===== src/rtl/uart_tx_arbiter.sv =====
`timescale 1ns/1ps
`default_nettype none
// ============================================================================
// Module      : uart_tx_arbiter
// Description : Round-robin arbiter/sequencer sharing one byte-wide UART
//               transmitter between NREQ requesters, with burst locking and
//               start/lock watchdogs.
// Revision    : 1.0 - initial release
// ============================================================================
module uart_tx_arbiter #(
  parameter int NREQ          = 4,
  parameter int START_TIMEOUT = 16,
  parameter int LOCK_TIMEOUT  = 1024,
  localparam int IDW          = (NREQ > 1) ? $clog2(NREQ) : 1
) (
  input  logic              clk,
  input  logic              rst_n,
  input  logic [NREQ-1:0]   req_valid,
  input  logic [8*NREQ-1:0] req_data,
  input  logic [NREQ-1:0]   req_last,
  output logic [NREQ-1:0]   req_ready,
  output logic              tx_start,
  output logic [7:0]        tx_byte,
  input  logic              tx_busy,
  output logic [IDW-1:0]    grant_id,
  output logic              active,
  output logic              err_start,
  output logic              err_lock
);

  // One shared watchdog counter serves both timeouts; size it for the larger.
  localparam int c_cnt_max = (START_TIMEOUT > LOCK_TIMEOUT) ? START_TIMEOUT : LOCK_TIMEOUT;
  localparam int CW        = $clog2(c_cnt_max + 1);

  localparam logic [CW-1:0]  c_start_last = CW'(START_TIMEOUT - 1);
  localparam logic [CW-1:0]  c_lock_last  = CW'(LOCK_TIMEOUT - 1);
  localparam logic [IDW:0]   c_nreq       = (IDW + 1)'(NREQ);
  localparam logic [IDW-1:0] c_one        = IDW'(1);

  typedef enum logic [2:0] {
    S_IDLE      = 3'd0,
    S_ISSUE     = 3'd1,
    S_START     = 3'd2,
    S_WAIT_BUSY = 3'd3,
    S_WAIT_DONE = 3'd4
  } state_t;

  state_t          state_q, state_d;
  logic [IDW-1:0]  owner_q, owner_d;
  logic [IDW-1:0]  rr_ptr_q, rr_ptr_d;
  logic            lock_q, lock_d;
  logic [CW-1:0]   cnt_q, cnt_d;
  logic [7:0]      tx_byte_q, tx_byte_d;

  logic [NREQ-1:0]      w_rot_valid;
  logic                 w_any;
  logic [IDW-1:0]       w_offset;
  logic [IDW-1:0]       w_pick;
  logic [IDW-1:0]       w_next_ptr;
  logic [NREQ-1:0][7:0] w_data_arr;

  // Modulo-NREQ addition for requester indices (NREQ need not be a power of 2).
  function automatic logic [IDW-1:0] wrap_add(input logic [IDW-1:0] a,
                                              input logic [IDW-1:0] b);
    logic [IDW:0] s;
    s = {1'b0, a} + {1'b0, b};
    if (s >= c_nreq) s = s - c_nreq;
    return s[IDW-1:0];
  endfunction

  assign w_data_arr = req_data;

  // Rotate the request vector so bit 0 is rr_ptr, then take the lowest set bit.
  always_comb begin
    w_rot_valid = NREQ'({req_valid, req_valid} >> rr_ptr_q);
    w_any       = |w_rot_valid;
    w_offset    = '0;
    for (int i = NREQ - 1; i >= 0; i--) begin
      if (w_rot_valid[i]) w_offset = IDW'(i);
    end
  end

  assign w_pick     = wrap_add(rr_ptr_q, w_offset);
  assign w_next_ptr = wrap_add(owner_q, c_one);

  // Next-state and output decode; counter clears unless a wait is in progress.
  always_comb begin
    state_d   = state_q;
    owner_d   = owner_q;
    rr_ptr_d  = rr_ptr_q;
    lock_d    = lock_q;
    cnt_d     = '0;
    tx_byte_d = tx_byte_q;
    req_ready = '0;
    tx_start  = 1'b0;
    err_start = 1'b0;
    err_lock  = 1'b0;
    unique case (state_q)
      S_IDLE: begin
        if (w_any) begin
          owner_d = w_pick;
          state_d = S_ISSUE;
        end
      end
      S_ISSUE: begin
        req_ready[owner_q] = req_valid[owner_q];
        if (req_valid[owner_q]) begin
          tx_byte_d = w_data_arr[owner_q];
          lock_d    = ~req_last[owner_q];
          state_d   = S_START;
        end else if (cnt_q == c_lock_last) begin
          // Locked owner went quiet too long: revoke and move past it.
          err_lock = 1'b1;
          lock_d   = 1'b0;
          rr_ptr_d = w_next_ptr;
          state_d  = S_IDLE;
        end else begin
          cnt_d = cnt_q + 1'b1;
        end
      end
      S_START: begin
        tx_start = 1'b1;
        state_d  = S_WAIT_BUSY;
      end
      S_WAIT_BUSY: begin
        if (tx_busy) begin
          state_d = S_WAIT_DONE;
        end else if (cnt_q == c_start_last) begin
          // Transmitter never acknowledged: the byte is dropped.
          err_start = 1'b1;
          lock_d    = 1'b0;
          rr_ptr_d  = w_next_ptr;
          state_d   = S_IDLE;
        end else begin
          cnt_d = cnt_q + 1'b1;
        end
      end
      S_WAIT_DONE: begin
        if (!tx_busy) begin
          if (lock_q) begin
            state_d = S_ISSUE;
          end else begin
            rr_ptr_d = w_next_ptr;
            state_d  = S_IDLE;
          end
        end
      end
      default: state_d = S_IDLE;
    endcase
  end

  // State and datapath registers with asynchronous clear.
  always_ff @(posedge clk or negedge rst_n) begin
    if (!rst_n) begin
      state_q   <= S_IDLE;
      owner_q   <= '0;
      rr_ptr_q  <= '0;
      lock_q    <= 1'b0;
      cnt_q     <= '0;
      tx_byte_q <= '0;
    end else begin
      state_q   <= state_d;
      owner_q   <= owner_d;
      rr_ptr_q  <= rr_ptr_d;
      lock_q    <= lock_d;
      cnt_q     <= cnt_d;
      tx_byte_q <= tx_byte_d;
    end
  end

  assign tx_byte  = tx_byte_q;
  assign grant_id = owner_q;
  assign active   = (state_q != S_IDLE);

endmodule
`default_nettype wire


===== config.mk =====
export PLATFORM = sky130hd
export DESIGN_NAME = uart_tx_arbiter
export DESIGN_NICKNAME = d
export VERILOG_FILES = /design/src/rtl/uart_tx_arbiter.sv
export SDC_FILE = /design/constraint.sdc
export NUM_CORES = 1
export LEC_CHECK = 0
export CAP_MARGIN = 20
export CORE_MARGIN = 2
export CORE_UTILIZATION = 49
export DETAILED_ROUTE_END_ITERATION = 6
export PLACE_DENSITY = 0.95
export SLEW_MARGIN = 20
export SYNTH_ARGS = -nofsm -noshare
export SYNTH_HDL_FRONTEND = slang
export SYNTH_SLANG_ARGS = --single-unit

===== constraint.sdc =====
create_clock -name clk -period 3.1 [get_ports clk]
set_input_delay 0.62 -clock clk [delete_from_list [all_inputs] [get_ports clk]]
set_output_delay 0.62 -clock clk [all_outputs]
set_load 0.1 [all_outputs]

# Yosys cells after proc, flatten, opt, wreduce, memory -nomap -nowiden
# Index checks and enable logic that the tools add are counted.
totals:
  ram_bits: 0
  reg_bits: 27
  out_inout_bits: 18
  mem_count: 0
  in_bits: 43
  latchBits: 0
  elab_cells: 91
  mem_bits_ro: 0
op_classes:
  shifts: 1
  eq_ne: 15
  bitwise: 2
  n_lt_le_gt_ge: 4
  mul: 0
  n_addsub: 5
  reduce_logical: 11
  muxes: 47
  div_mod_pow: 0
ops:
  columns: ["cell", "count"]
  rows:
  - ["$mux W11", 4]
  - ["$mux W2", 12]
  - ["$pmux W11 S2", 1]
  - ["$mux W3", 6]
  - ["$bmux W8 S2", 1]
  - ["$mux W1", 15]
  - ["$pmux W3 S5", 1]
  - ["$ne A2 B2 Y1 const B", 7]
  - ["$add A11 B1 Y11 const B", 1]
  - ["$eq A11 B10 Y1 const B", 1]
  - ["$eq A11 B4 Y1 const B", 1]
  - ["$mux W8", 1]
  - ["$reduce_and A4 Y1", 2]
  - ["$shr A8 B2 Y4", 1]
  - ["$reduce_and A7 Y1", 1]
  - ["$eq A3 B2 Y1 const B", 2]
  - ["$ge A3 B3 Y1 const B", 2]
  - ["$ne A3 B3 Y1 const B", 2]
  - ["$pmux W2 S3", 1]
  - ["$reduce_bool A3 Y1", 2]
  - ["$and A4 B4 Y4", 1]
  - ["$bmux W1 S2", 2]
  - ["$mux W4", 1]
  - ["$reduce_and A2 Y1", 2]
  - ["other kinds (14)", 15]

# Logic depth before layout (Yosys ltp)
# Gate-level depths: netlist (run 1).
depth:
  word_depth: 8
  depth_mapped: 10
  ltp_nobuf: 9

# Least setup slack after synthesis (run 1)
# No wires, ideal clock.
synth_path:
  path_type: "reg-to-output"
  startpoint: "reg owner_q[0], in the netlist grant_id[0]"
  endpoint: "out err_lock"
  required_time_ns: 2.480
  path_slack_ns: -1.401
  stages_incl_launch_ff: 4
  path_buffers: 1
  t_arrival_ns: 3.881
  cell_sequence: "dfrtp_1 -> mux4_2 -> buf_2 -> nor3_1"
synth_between:
  elab_chain_cells: 4
synth_lines:
  columns: ["item", "line_no", "rtl"]
  rows:
  - ["from (decl)", "49", "logic [IDW-1:0] owner_q, owner_d;"]
  - ["from (signal assigned)", "163", "owner_q <= owner_d;"]
  - ["$bmux W1 S2", "107", "if (req_valid[owner_q]) begin"]
  - ["$mux W1 (not written as such)", "107", null]
  - ["$mux W1", "107", null]
  - ["$mux W1", "98", "unique case (state_q)"]
  - ["to (decl)", "28", "output logic err_lock"]
# Every way passes these cells. The select of a mux whose other input is x is not followed.

# Worst setup path in the final report (run 1)
layout_path:
  startpoint: "in req_valid[0]"
  endpoint: "out err_lock"
layout_between:
  elab_chain_cells: 4
layout_lines:
  columns: ["item", "line_no", "rtl"]
  rows:
  - ["from (decl)", "18", "input logic [NREQ-1:0] req_valid,"]
  - ["$bmux W1 S2", "107", null]
  - ["$mux W1 (not written as such)", "107", null]
  - ["$mux W1", "107", null]
  - ["$mux W1", "98", null]
# Every way passes these cells. The select of a mux whose other input is x is not followed.

==> results of run 1 <==
[state kept, by name, summed over array words and instances, names as in the netlist]
name / flops
cnt_q: 11
tx_byte: 8
state_q: 3
grant_id: 2
rr_ptr_q: 2
lock_q: 1
[critical path: cells and delay by family]
family                 cells  cell delay, ns
muxes                      1            0.63
buffers and inverters      2            0.69
and+or+nand+nor            1            0.28
[area by class of cell]
| cell class | count | share of cell area, % |
|---|---|---|
| inverters | 5 | 0.749 |
| clock buffers | 3 | 0.898 |
| flip-flops and latches | 27 | 26.9 |
| well taps | 46 | 2.30 |
| clock inverters | 1 | 0.200 |
| repair buffers | 64 | 26.3 |
| multi-input cells | 127 | 42.6 |
[routing by layer]
layer	part of all wire [%]	wire, µm	track usage (%)
met1	38	1600	26.8
met2	54	2240	40.6
met3	7.2	298	3.65
met4	0.41	17	5.59
met5	0	0	0
[final timing paths]
kind,from,to,slack [ns]
min in group asynchronous,rst_n,tx_byte[2],0.65
worst min-delay path,cnt_q[0],cnt_q[0],0.49
worst max register to register,rr_ptr_q[1],grant_id[1],0.97
max in group asynchronous,rst_n,grant_id[0],2.19
worst max-delay path,req_valid[0],err_lock,0.24
worst min register to register,cnt_q[0],cnt_q[0],0.49
[cell families (layout without fill, tap and decap cells)]
family / count (synthesis) / in the layout / synth area share (%)
AND/OR/NAND/NOR: 68 / 68 / 22.3
AO/OA/AOI/OAI: 24 / 24 / 9.01
flip-flops: 27 / 27 / 37.7
adder cells (fa/ha/maj): 6 / 6 / 4.19
buffers and inverters: 12 / 73 / 3.56
XOR/XNOR: 9 / 9 / 4.40
multiplexers: 20 / 20 / 18.9
[cells in the final DEF (no fill, tap or decap), types with 3 or more instances in the layout]
cell	n
mux4_2	10
nor3_2	3
nor2_1	12
a21oi_1	7
dfrtp_1	27
o211ai_1	6
nor2b_1	5
nand3_1	6
ha_1	6
buf_12	6
buf_4	16
clkdlybuf4s50_1	42
mux2_2	10
clkbuf_4	3
and3_1	6
xor2_1	7
or3b_2	3
o21ai_0	3
nand4_1	5
inv_1	5
nand2_1	8
[power breakdown]
| part | switching (mW) | internal, mW | total, mW |
|---|---|---|---|
| sequential | 0.152 | 0.466 | 0.618 |
| combinational | 1.09 | 0.592 | 1.69 |
| clock | 0.0964 | 0.0482 | 0.145 |
==> reports/qor.yml, run 1 <==
clock_network:
  clkSlewWorstSetupHoldPaths_ns: 0.14
  numCtsBuffers: 3
  clock-root-buffer: "clkbuf_4"
  cts-resized-gates: 0
  cts_tree: "yes"
  cts_sinks: 27
  postCtsSetupRepairBufs: 0
  htreeDepth: 1
  ctsHoldBuffers: 0
  clockBufferDepth: 2
  insertion_delay_ns: 0.32
final_layout:
  instances_no_fill: 273
  syn_to_final_growth_pct: 39.9
  fin_nets: 277
  fillers: 249
  diodes: 0
  fin_area_um2: 2510
  multi_input_area_um2: 1070
  drive_gt1_share_pct: 25.6
  final_util_pct: 73.4
  regArea_um2: 676
logic_synthesis:
  netlist_instances: 166
  synth_nets: 215
  yosysMostFrequentCell: "dfrtp_1"
  ys.flop_type: "dfrtp_1"
  synth_area_leaders: "dfrtp_1, mux4_2, mux2_2"
  async_reset_ff_share_pct: 100
  ys_top_cells_by_count: "dfrtp_1, nor2_1, mux2_2, mux4_2, nand2_1"
  synth_largest_area_cell: "dfrtp_1"
  avgSynthCellArea_um2: 10.8
  ys_seq_elements: 27
  syn_area_um2: 1790
  yosysTopAreaCellShare_pct: 37.7
  ys_types: 44
  ys_seq_area_share_pct: 37.7
  synth_warnings: 0
  synth_edf_count: 0
setup_path:
  cp.required_ns: 2.48
  crit_chain: "clkdlybuf4s50_1, mux4_2, nor3_2, buf_12"
  reg2reg_depth: 9
  end_kind: "output port"
  critPathLaunchType: "input pin"
  arrival_ns: 2.24
  path_class: "input pin to output port"
  cpPeakStageDelay_ns: 0.63
  cp_max_fo: 11
  crit_slowest_cell: "mux4_2"
placement:
  dp_hpwl_um: 3370
  numPortBuffers: 60
  gp_congestion: 0.834
  dp_slack_ns: 0.240
  place_area_um2: 2480
  place_inst: 269
detailed_routing:
  ant_nets: 0
  drc: 0
  first_pass_iters: 4
  avgViaCountPerCell: 5.73
  first_iter_violations: 102
  via_count: 1565
  drt-wirelength-per-cell_um: 15.2
  wl_um: 4150
floorplan:
  die_w_um: 64.5
  core-area_um2: 3420
  die_h_um: 64.5
  ios: 61
  rows: 21
  initial_core_util_pct: 52.5
  dieArea_um2: 4160
timing:
  setup_ws_ns: 0.245
  hold_viol_final: 0
  min_period_over_period_pct: 92.1
  max_freq_mhz: 350
  tns_ns: 0
  rsz0062_at_grt: "no"
  setup_viol: 0
  worst_pin_slew_ns: 0.573
  slew_headroom_pct: 61.5
  min_period_ns: 2.86
  maxSlewViolCount: 0
  skew_ns: 0.0114
  holdWs_ns: 0.495
hold_path:
  hp-class: "flop to flop"
  hold_depth: 1
global_routing:
  first_global_vias: 1611
  grt_max_degree: 28
  grt_pass1_wl_um: 7220
  grt.overflow.total: 0
  grtUsageTotal_pct: 22.1
  antenna_found_initial: 0
power_and_ir_drop:
  power_mw: 2.45
  total_leakage_power_nw: 1.04
  peakVddDrop_mv: 0.594
  powerDensity_nw_per_um2: 976
flow_run:
  drv_cap: 0
status:
  outcome: "finished clean"
No activity file was read; power rests on OpenSTA's default activity.
==> inputs of run 2 (changes only) <==
--- a/config.mk
+++ b/config.mk
@@ -14,3 +14,4 @@
 export SYNTH_ARGS = -nofsm -noshare
 export SYNTH_HDL_FRONTEND = slang
 export SYNTH_SLANG_ARGS = --single-unit
+export TNS_END_PERCENT = 1
==> run 2 against run 1 <==
Effect of this change: sequential cell count unchanged; maximum frequency shrank 0.27%; utilization hardly changed; critical path depth is the same; via count shrank 0.70%; clock power is essentially flat; count of clock-buffer cells in the layout is 1 higher; final cell count increased by 0.37%; sequential power down 5.0%; critical path type unchanged; largest cell class unchanged.
==> reports/qor.yml, run 2 (same netlist as run 1, synthesis figures left out) <==
status:
  outcome: "finished clean"
power_and_ir_drop:
  peakVddDrop_mv: 0.739
  powerDensity_nw_per_um2: 974
  power_mw: 2.44
  total_leakage_power_nw: 1.04
timing:
  skew_ns: 0.00971
  maxSlewViolCount: 0
  worst_pin_slew_ns: 0.586
  slew_headroom_pct: 60.6
  setup_viol: 0
  max_freq_mhz: 349
  rsz0062_at_grt: "no"
  min_period_over_period_pct: 92.3
  hold_viol_final: 0
  min_period_ns: 2.86
  holdWs_ns: 0.512
setup_path:
  cp-startpoint: "req_valid[3]"
  cp_max_fo: 11
  end_kind: "output port"
  path_class: "input pin to output port"
  worstReg2RegEnd: "state_q[0]"
  crit_end: "err_lock"
  cp.required_ns: 2.48
  rrSetupSlack_ns: 1.01
  arrival_ns: 2.24
  r2r_start: "cnt_q[0]"
  reg2reg_depth: 5
  critPathLaunchType: "input pin"
clock_network:
  ctsHoldBuffers: 0
  numCtsBuffers: 3
  clockBufferDepth: 2
  cts_tree: "yes"
  cts_sinks: 27
  htreeDepth: 1
  clock-root-buffer: "clkbuf_4"
  cts-resized-gates: 0
  insertion_delay_ns: 0.32
  clkSlewWorstSetupHoldPaths_ns: 0.13
  postCtsSetupRepairBufs: 0
global_routing:
  grt_pass1_wl_um: 7320
  grt_max_degree: 28
  grtUsageTotal_pct: 22.6
  first_global_vias: 1635
  grt.overflow.total: 0
  antenna_found_initial: 0
final_layout:
  drive_gt1_share_pct: 25.0
  multi_input_area_um2: 1060
  syn_to_final_growth_pct: 40.0
  top_register: "cnt_q"
  layout_common_cells: "clkdlybuf4s50_1, dfrtp_1, buf_4"
  fin_area_um2: 2510
  instances_no_fill: 274
  largest_reg_flops: 11
  diodes: 0
  fin_nets: 278
  final_util_pct: 73.4
  layout_commonest_cell: "clkdlybuf4s50_1"
  regArea_um2: 676
  fillers: 248
placement:
  dp_hpwl_um: 3400
  gp_congestion: 0.884
  place_inst: 270
  numPortBuffers: 60
  place_area_um2: 2480
detailed_routing:
  drt-wirelength-per-cell_um: 15.5
  avgViaCountPerCell: 5.67
  drc: 0
  first_pass_iters: 4
  first_iter_violations: 41
  ant_nets: 0
  via_count: 1554
  wl_um: 4240
floorplan:
  dieArea_um2: 4160
  die_h_um: 64.5
  die_w_um: 64.5
  core-area_um2: 3420
  rows: 21
  initial_core_util_pct: 52.5
  ios: 61
hold_path:
  hp-class: "flop to flop"
flow_run:
  drv_cap: 0
-- run 2: cell types whose count changed in the layout (fill, tap and decap cells not counted), sizes merged --
cell / previous run / this run
buf: 22 / 23
clkinv: 1 / 0
clkbuf: 3 / 4
-- run 2: metal layers --
layer	track usage, %	part of all wire (%)	wire length [µm]	vias up
met3	4.86	7.1	300	4
met1	25.8	38	1610	737
met5	0	0	0	-
met4	5.59	0.94	40	0
met2	42.8	54	2300	64
li1	-	-	-	749
-- run 2: cell type report --
type	count	share of cell area (%)
clock buffers	4	1.05
inverters	5	0.748
multi-input cells	127	42.3
flip-flops and latches	27	26.9
well taps	46	2.29
repair buffers	65	26.6
-- run 2: per-stage QoR --
step           setup TNS (ns)  setup WS [ns]
6_report                    0          0.237
5_1_grt                     0          0.155
4_1_cts                     0          0.228
3_5_place_dp                0          0.228
3_3_place_gp                0          0.278
2_1_floorplan          -0.690         -0.537
-- run 2: report_power, final --
group	internal, mW	switching [mW]	total, mW
clock network	0.0503	0.0976	0.148
logic	0.598	1.11	1.71
registers	0.466	0.121	0.587
-- run 2: critical path, stage by stage --
cell and delay, ns:
clkdlybuf4s50_1 0.48, mux4_2 0.64, nor3_2 0.28, buf_12 0.21
-- run 2: how the worst min path moves through the flow --
stage,from,end,cells after the start
2_1_floorplan,rst_n,cnt_q[0],0
3_5_place_dp,cnt_q[0],cnt_q[0],1
5_1_grt,cnt_q[0],cnt_q[0],1
3_3_place_gp,cnt_q[0],cnt_q[0],1
4_1_cts,cnt_q[0],cnt_q[0],1
6_report,cnt_q[0],cnt_q[0],1
==> inputs of run 3 (changes only) <==
--- a/config.mk
+++ b/config.mk
@@ -7,9 +7,9 @@
 export LEC_CHECK = 0
 export CAP_MARGIN = 20
 export CORE_MARGIN = 2
-export CORE_UTILIZATION = 49
+export CORE_UTILIZATION = 46
 export DETAILED_ROUTE_END_ITERATION = 6
-export PLACE_DENSITY = 0.95
+export PLACE_DENSITY = 0.93
 export SLEW_MARGIN = 20
 export SYNTH_ARGS = -nofsm -noshare
 export SYNTH_HDL_FRONTEND = slang
==> constraint.sdc (replaced) <==
create_clock -name clk -period 3.2 [get_ports clk]
set_input_delay 0.64 -clock clk [delete_from_list [all_inputs] [get_ports clk]]
set_output_delay 0.64 -clock clk [all_outputs]
set_load 0.1 [all_outputs]
==> run 3 against run 2 <==
Effect of this change: die area up 6.1%; largest power group unchanged; clock power increased by 35%; sequential power down 2%; sequential cell count is the same; largest cell class unchanged; critical path type unchanged; via count increased by 0.51%; highest routed layer unchanged.
==> reports/qor.yml, run 3 (same netlist as run 1, synthesis figures left out) <==
status:
  outcome: "finished clean"
power_and_ir_drop:
  peakVddDrop_mv: 0.670
  p_sw_mw: 1.31
  power_mw: 2.43
  swShare_pct: 54.0
  clkPwrFrac_pct: 8.2
  pwr-share-seq_pct: 23.6
  power.internal_mw: 1.12
  combPwrFrac_pct: 68.2
  total_leakage_power_nw: 1.04
  powerDensity_nw_per_um2: 966
setup_path:
  end_kind: "output port"
  crit_chain: "clkdlybuf4s50_1, mux4_2, nor3_2, buf_12"
  arrival_ns: 2.29
  crit_slowest_cell: "mux4_2"
  cpPeakStageDelay_ns: 0.64
  critPathTopFamily: "buffers and inverters"
  worstPathBufferInverterCount: 2
  cp.required_ns: 2.56
  cp_max_fo: 11
  path_class: "input pin to output port"
  critPathLaunchType: "input pin"
timing:
  setup_viol: 0
  worst_pin_slew_ns: 0.585
  max_freq_mhz: 342
  hold_viol_final: 0
  rsz0062_at_grt: "no"
  maxSlewViolCount: 0
  slew_headroom_pct: 60.7
  holdWs_ns: 0.508
  setup_ws_ns: 0.272
  skew_ns: 0.00419
  min_period_over_period_pct: 91.5
  min_period_ns: 2.93
detailed_routing:
  ant_nets: 0
  drc: 0
  first_iter_violations: 133
  wl_um: 4310
  first_pass_iters: 4
  drt-wirelength-per-cell_um: 15.7
  via_count: 1562
  avgViaCountPerCell: 5.70
final_layout:
  syn_to_final_growth_pct: 40.6
  largest_reg_flops: 11
  drive_gt1_share_pct: 24.8
  multi_input_area_um2: 1060
  layout_common_cells: "clkdlybuf4s50_1, dfrtp_1, buf_4"
  fin_area_um2: 2520
  top_register: "cnt_q"
  fillers: 293
  diodes: 0
  regArea_um2: 676
  layout_commonest_cell: "clkdlybuf4s50_1"
  final_util_pct: 67.8
  fin_nets: 276
hold_path:
  hp-class: "flop to flop"
clock_network:
  clockBufferDepth: 2
  numCtsBuffers: 3
  postCtsSetupRepairBufs: 0
  cts_sinks: 27
  cts-resized-gates: 0
  clock-root-buffer: "clkbuf_8"
  cts_tree: "yes"
  insertion_delay_ns: 0.28
  ctsHoldBuffers: 0
  htreeDepth: 1
  clkSlewWorstSetupHoldPaths_ns: 0.10
global_routing:
  first_global_vias: 1584
  grtUsageTotal_pct: 21.3
  grt.overflow.total: 0
  grt_pass1_wl_um: 7040
  grt_max_degree: 28
  antenna_found_initial: 0
floorplan:
  initial_core_util_pct: 48.2
  die_w_um: 66.4
  rows: 22
  dieArea_um2: 4410
  ios: 61
  core-area_um2: 3720
  die_h_um: 66.4
placement:
  numPortBuffers: 60
  gp_congestion: 0.831
  dp_slack_ns: 0.278
  place_area_um2: 2470
  dp_hpwl_um: 3390
flow_run:
  drv_cap: 0
## run 3: routing by layer
layer | part of all wire [%] | vias up | track usage, % | wire length [µm]
li1 | - | 745 | - | -
met1 | 37 | 744 | 23.2 | 1610
met2 | 53 | 65 | 37.9 | 2280
met3 | 7.6 | 8 | 6.30 | 329
met4 | 2.2 | 0 | 9.18 | 94
met5 | 0 | - | 0 | 0
## run 3: final timing paths
| path | start | endpoint | slack, ns | cells past startpoint |
|---|---|---|---|---|
| setup / recovery | req_valid[2] | err_lock | 0.27 | 4 |
| hold / removal | cnt_q[0] | cnt_q[0] | 0.51 | 1 |
| setup reg to reg | rr_ptr_q[1] | grant_id[1] | 1.09 | 9 |
| hold reg to reg | cnt_q[0] | cnt_q[0] | 0.51 | 1 |
| max in group asynchronous | rst_n | cnt_q[7] | 2.20 | 2 |
| min in group asynchronous | rst_n | cnt_q[6] | 0.74 | 2 |
## run 3: area by class of cell
class,instances,share of cell area [%]
Sequential cell,27,26.8
Clock inverter,1,0.298
Multi-Input combinational cell,127,42.2
Inverter,5,0.745
Tap cell,48,2.38
Timing Repair Buffer,63,25.9
Clock buffer,3,1.64
## run 3: worst reg2reg max path, cell delays in order, from the launching register on
cell	delay [ns]
dfrtp_1	0.55
nand2_1	0.09
a21oi_1	0.18
o2bb2ai_1	0.11
o21a_1	0.18
ha_1	0.18
xor2_1	0.19
nor3_1	0.07
o21ai_0	0.09
or3b_1	0.36
## run 3: per-stage QoR
stage,cells,TNS (ns)
2_1_floorplan,166,-0.530
3_3_place_gp,270,0
3_5_place_dp,270,0
4_1_cts,274,0
5_1_grt,274,0
6_report,274,0
## run 3: power groups by stage
stage | combinational, mW | clock (mW) | sequential, mW
detailed placement | 1.66 | 0 | 0.577
CTS | 1.67 | 0.204 | 0.572
global route | 1.76 | 0.221 | 0.592
floorplan | 0.852 | 0 | 1.01
finish | 1.66 | 0.200 | 0.574
global placement | 1.63 | 0 | 0.564
==> RTL change 1, RTL diff (config.mk and constraints of run 1) <==
The parameter `NREQ` goes from 4 to 2.
--- a/src/rtl/uart_tx_arbiter.sv
+++ b/src/rtl/uart_tx_arbiter.sv
@@ -9,5 +9,5 @@
 // ============================================================================
 module uart_tx_arbiter #(
-  parameter int NREQ          = 4,
+  parameter int NREQ          = 2,
   parameter int START_TIMEOUT = 16,
   parameter int LOCK_TIMEOUT  = 1024,
Interface: changed (5 resized); port bits go from 61 to 38. No check against the original RTL was run, so the function may have changed too.
==> RTL change 1 against run 1 <==
Power fell by 24%; wire length fell by 24%; synthesized cell count fell by 16%; sequential cell count fell by 2; area after synthesis fell by 25%; maximum frequency rose by 3.6%; final area fell by 29%; worst setup slack improved by 0.099 ns; sequential power fell by 16%; first-iteration DRC count fell by 44%; largest cell class unchanged.
==> RTL change 1: results (changes against run 1) <==
| Metric | Value |
|---|---|
| Run status | `completed` |
| Global-route wire length before repair | `5.52 mm (-24%)` |
| Internal reg-to-reg setup slack | `1.03 ns (+0.06 ns)` |
| Syn Nets | `164 (-24%)` |
| NonClk Buf Share | `0.222 (-0.0411)` |
| Synth Area in XOR/XNOR | `0.0519 (+0.00795)` |
| FF+latch area | `626 um2 (-7.4%)` |
| Synth Area in Adders | `0.00928 (-0.0326)` |
| Synth Area in Compound Gates | `0.141 (+0.0509)` |
| Clk_skew | `0.00166 ns (-0.00977 ns)` |
| Pint | `803 uW (-27%)` |
| Number of distinct library cells after synthesis | `39 (-11%)` |
| Initial detailed-routing violation count | `57 (-44%)` |
| Mux contribution to synthesized area | `0.0594 (-0.129)` |
| Layout clock area frac | `0.0154 (+0.00441)` |
| DP Wirelength | `2.38 mm (-29%)` |
| Layout filler cell count | `209 (-16%)` |
| Worst-margin pin slew | `0.605 ns (+0.0323 ns)` |
| Syn_area_per_cell | `9.63 um2 (-11%)` |
| Routed WL | `3.16 mm (-24%)` |
| Maximum vdd drop | `1.02 mV (+71%)` |
| CP max stage delay | `0.57 ns (-0.06 ns)` |
| Hold WS | `0.480 ns (-0.0149 ns)` |
| Max reg flops | `11 (unchanged)` |
| Worst r2r dst | `rr_ptr_q$_DFFE_PN0P_` |
| Post-synth top cells | `dfrtp_1 (25), nor2_1 (21), a21oi_1 (11)` |
| GRT Total Usage | `0.217 (-0.00354)` |
| FF-to-FF path depth | `4 (-5)` |
| Crit. Startpoint | `state_q[0]$_DFFE_PN0P_` |
| Non-clock buffers | `39 (-39%)` |
| CP delay by family, top | `simple AND/OR/NAND/NOR gates` |
| Hold EP | `cnt_q[0]$_DFF_PN0_` |
| GPL Wtd Cong | `0.831 (-0.30%)` |
| Ant diodes | `0 (unchanged)` |
| FF-to-FF Start | `cnt_q[4]$_DFF_PN0_` |
| Post-route non-filler standard cell count | `208 (-24%)` |
| CP arrival | `2.14 ns (-0.10 ns)` |
| Area of the multi-input gates | `681 um2 (-36%)` |
| Sequential area share after synthesis | `0.464 (+0.0867)` |
| Seq power | `519 uW (-16%)` |
| Comb_multi_in | `104 (-18%)` |
| Post-CTS Resized | `0 (unchanged)` |
| Number of global-route vias before repair | `1198 (-26%)` |
| Inst Count DP | `204 (-24%)` |
| Slowest-stage cell, CP | `dfrtp_1` |
| Largest net degree at the start of global routing | `26 (-7.1%)` |
| DR vias/cell | `5.93 (+3.4%)` |
| Post CTS Setup Buffer Count | `0 (unchanged)` |
| Synth top area cells | `dfrtp_1 (46%), mux2i_1 (5.9%), nor2_1 (5.8%)` |
| PortBufs | `37 (-38%)` |
| Layout cells sized above 1 | `0.147 (-0.109)` |
| Leakage | `0.773 nW (-26%)` |
| Clk sinks | `25 (-7.4%)` |
[RTL change 1: changes by cell type in the layout (fill, tap and decap cells not counted), moves of 4 or more]
cell and delta:
mux2_2 -10, clkdlybuf4s50_1 -20, mux2i_1 +8, mux4_2 -10
o211ai_1 -6, ha_1 -5, a21oi_1 +4, nor2_1 +8
[RTL change 1: per-stage QoR]
stage	cell area [um2]	setup WS, ns	utilization	total power [mW]
2_1_floorplan	1360	0.0969	-	1.46
3_3_place_gp	1760	0.527	0.656	1.69
3_5_place_dp	1760	0.479	0.656	1.72
4_1_cts	1790	0.393	0.666	1.87
5_1_grt	1790	0.268	0.666	1.96
6_report	1790	0.344	0.666	1.87
[RTL change 1: layer usage]
| metal | track usage | share of wire |
|---|---|---|
| met5 | 0 | 0 |
| met3 | 0.0438 | 0.093 |
| met4 | 0.0646 | 0.020 |
| met1 | 0.292 | 0.40 |
| met2 | 0.354 | 0.49 |
==> RTL change 2, RTL diff (flow settings as in run 1) <==
Without the edit above. Register the output `err_start`, cleared by the reset; this adds one clock of latency there. The other outputs are not delayed to match.
--- a/src/rtl/uart_tx_arbiter.sv
+++ b/src/rtl/uart_tx_arbiter.sv
@@ -45,4 +45,6 @@
     S_WAIT_DONE = 3'd4
   } state_t;
+
+  logic err_start_d;
 
   state_t          state_q, state_d;
@@ -94,5 +96,5 @@
     req_ready = '0;
     tx_start  = 1'b0;
-    err_start = 1'b0;
+    err_start_d = 1'b0;
     err_lock  = 1'b0;
     unique case (state_q)
@@ -128,5 +130,5 @@
         end else if (cnt_q == c_start_last) begin
           // Transmitter never acknowledged: the byte is dropped.
-          err_start = 1'b1;
+          err_start_d = 1'b1;
           lock_d    = 1'b0;
           rr_ptr_d  = w_next_ptr;
@@ -173,4 +175,12 @@
   assign active   = (state_q != S_IDLE);
 
+  always_ff @(posedge clk or negedge rst_n) begin
+    if (!rst_n) begin
+      err_start <= '0;
+    end else begin
+      err_start <= err_start_d;
+    end
+  end
+
 endmodule
 `default_nettype wire
Check against the original RTL: same outputs for any inputs over 10 cycles, from zero or initial values and one cycle with rst_n low; that may be too few to reach the edited logic, so the function may still have changed.
==> RTL change 2 against run 1 <==
Final area grew 2.1%; area after synthesis increased by 1.4%; non-clock buffer count fell by 1; sequential cell count is 1 higher; worst setup slack got worse by 0.031 ns; worst hold slack improved by 0.00050 ns; clock power rose by 100%; clock skew fell by 0.0089 ns; wire length up 0.67%; power up 6.8%; synthesized cell count rose by 0.60%; highest routed layer unchanged.
==> RTL change 2: results (changes against run 1) <==
| Metric | Value |
|---|---|
| Leakage | `1.07 nW (+2.8%)` |
| Global Route met2 Usage | `0.358 (-0.0480)` |
| FF-to-FF path depth | `5 (-4)` |
| Met3 Use GR | `0.0278 (-0.00868)` |
| Seq pwr share | `0.231 (-0.021)` |
| Synth top area cells | `dfrtp_1 (39%), mux4_2 (12%), mux2_2 (6.2%)` |
| Post-synth top cells | `dfrtp_1 (28), nor2_1 (12), mux2_2 (10), mux4_2 (10), nand2_1 (8)` |
| Post-synthesis instance total | `167 (+0.60%)` |
| Routed WL | `4.18 mm (+0.67%)` |
| Run status | `completed` |
| DR WL/cell | `15.2 um (about the same)` |
| Worst-margin pin slew | `0.630 ns (+0.0572 ns)` |
| Maximum vdd drop | `0.712 mV (+20%)` |
| DP Worst Slack | `0.243 ns (+0.00305 ns)` |
| Clk slew on worst S/H paths | `0.10 ns (-0.04 ns)` |
| Initial detailed-routing violation count | `141 (+38%)` |
| GPL Wtd Cong | `0.837 (+0.41%)` |
| Via count | `1593 (+1.8%)` |
| Clk_skew | `0.00256 ns (-0.00886 ns)` |
| Syn Nets | `216 (+0.47%)` |
| GR met1 Demand/Resource | `0.278 (+0.0107)` |
| DP Wirelength | `3.14 mm (-6.7%)` |
| Clock Root Buffer | `clkbuf_8` |
| Largest net degree at the start of global routing | `29 (+3.6%)` |
| Pint | `1.25 mW (+13%)` |
RTL change 2: logic make-up after synthesis:
logic type	after synthesis	share of synthesized area
flip-flops	28	0.386
AND/OR/NAND/NOR	68	0.220
adder cells (fa/ha/maj)	6	0.0413
AO/OA/AOI/OAI	24	0.0888
XOR/XNOR	9	0.0434
buffers and inverters	12	0.0351
multiplexers	20	0.186
RTL change 2: final cells by class:
class	count	area, um2
inverter	5	18.8
clock buffer	3	41.3
sequential	28	701
timing repair buffer	63	641
clock inverter	1	30.0
fill	248	1050
tap	48	60.1
multi-input combinational	127	1070
RTL change 2: worst paths after layout:
path,startpoint,end,slack [ns]
setup / recovery,req_valid[1],req_ready[0],0.21
hold / removal,cnt_q[0]$_DFF_PN0_,cnt_q[0]$_DFF_PN0_,0.50
setup reg to reg,cnt_q[0]$_DFF_PN0_,state_q[0]$_DFFE_PN0P_,0.97
hold reg to reg,cnt_q[0]$_DFF_PN0_,cnt_q[0]$_DFF_PN0_,0.50
max in group asynchronous,rst_n,grant_id[0]$_DFFE_PN0P_,2.14
min in group asynchronous,rst_n,tx_byte[3]$_DFFE_PN0P_,0.70
RTL change 2: routing by layer:
layer / routed length, um / vias to the layer above
li1: - / 742
met1: 1720 / 780
met2: 2170 / 64
met3: 208 / 7
met4: 83 / 0
met5: 0 / -
RTL change 2: through the flow:
| stage | area [um2] | TNS [ns] | total power, mW |
|---|---|---|---|
| final | 2560 | 0 | 2.61 |
| after global routing | 2560 | 0 | 2.75 |
| after CTS | 2560 | 0 | 2.62 |
| after detailed placement | 2490 | 0 | 2.32 |
| after global placement | 2490 | 0 | 2.29 |
| after floorplan | 1830 | -0.128 | 1.94 |
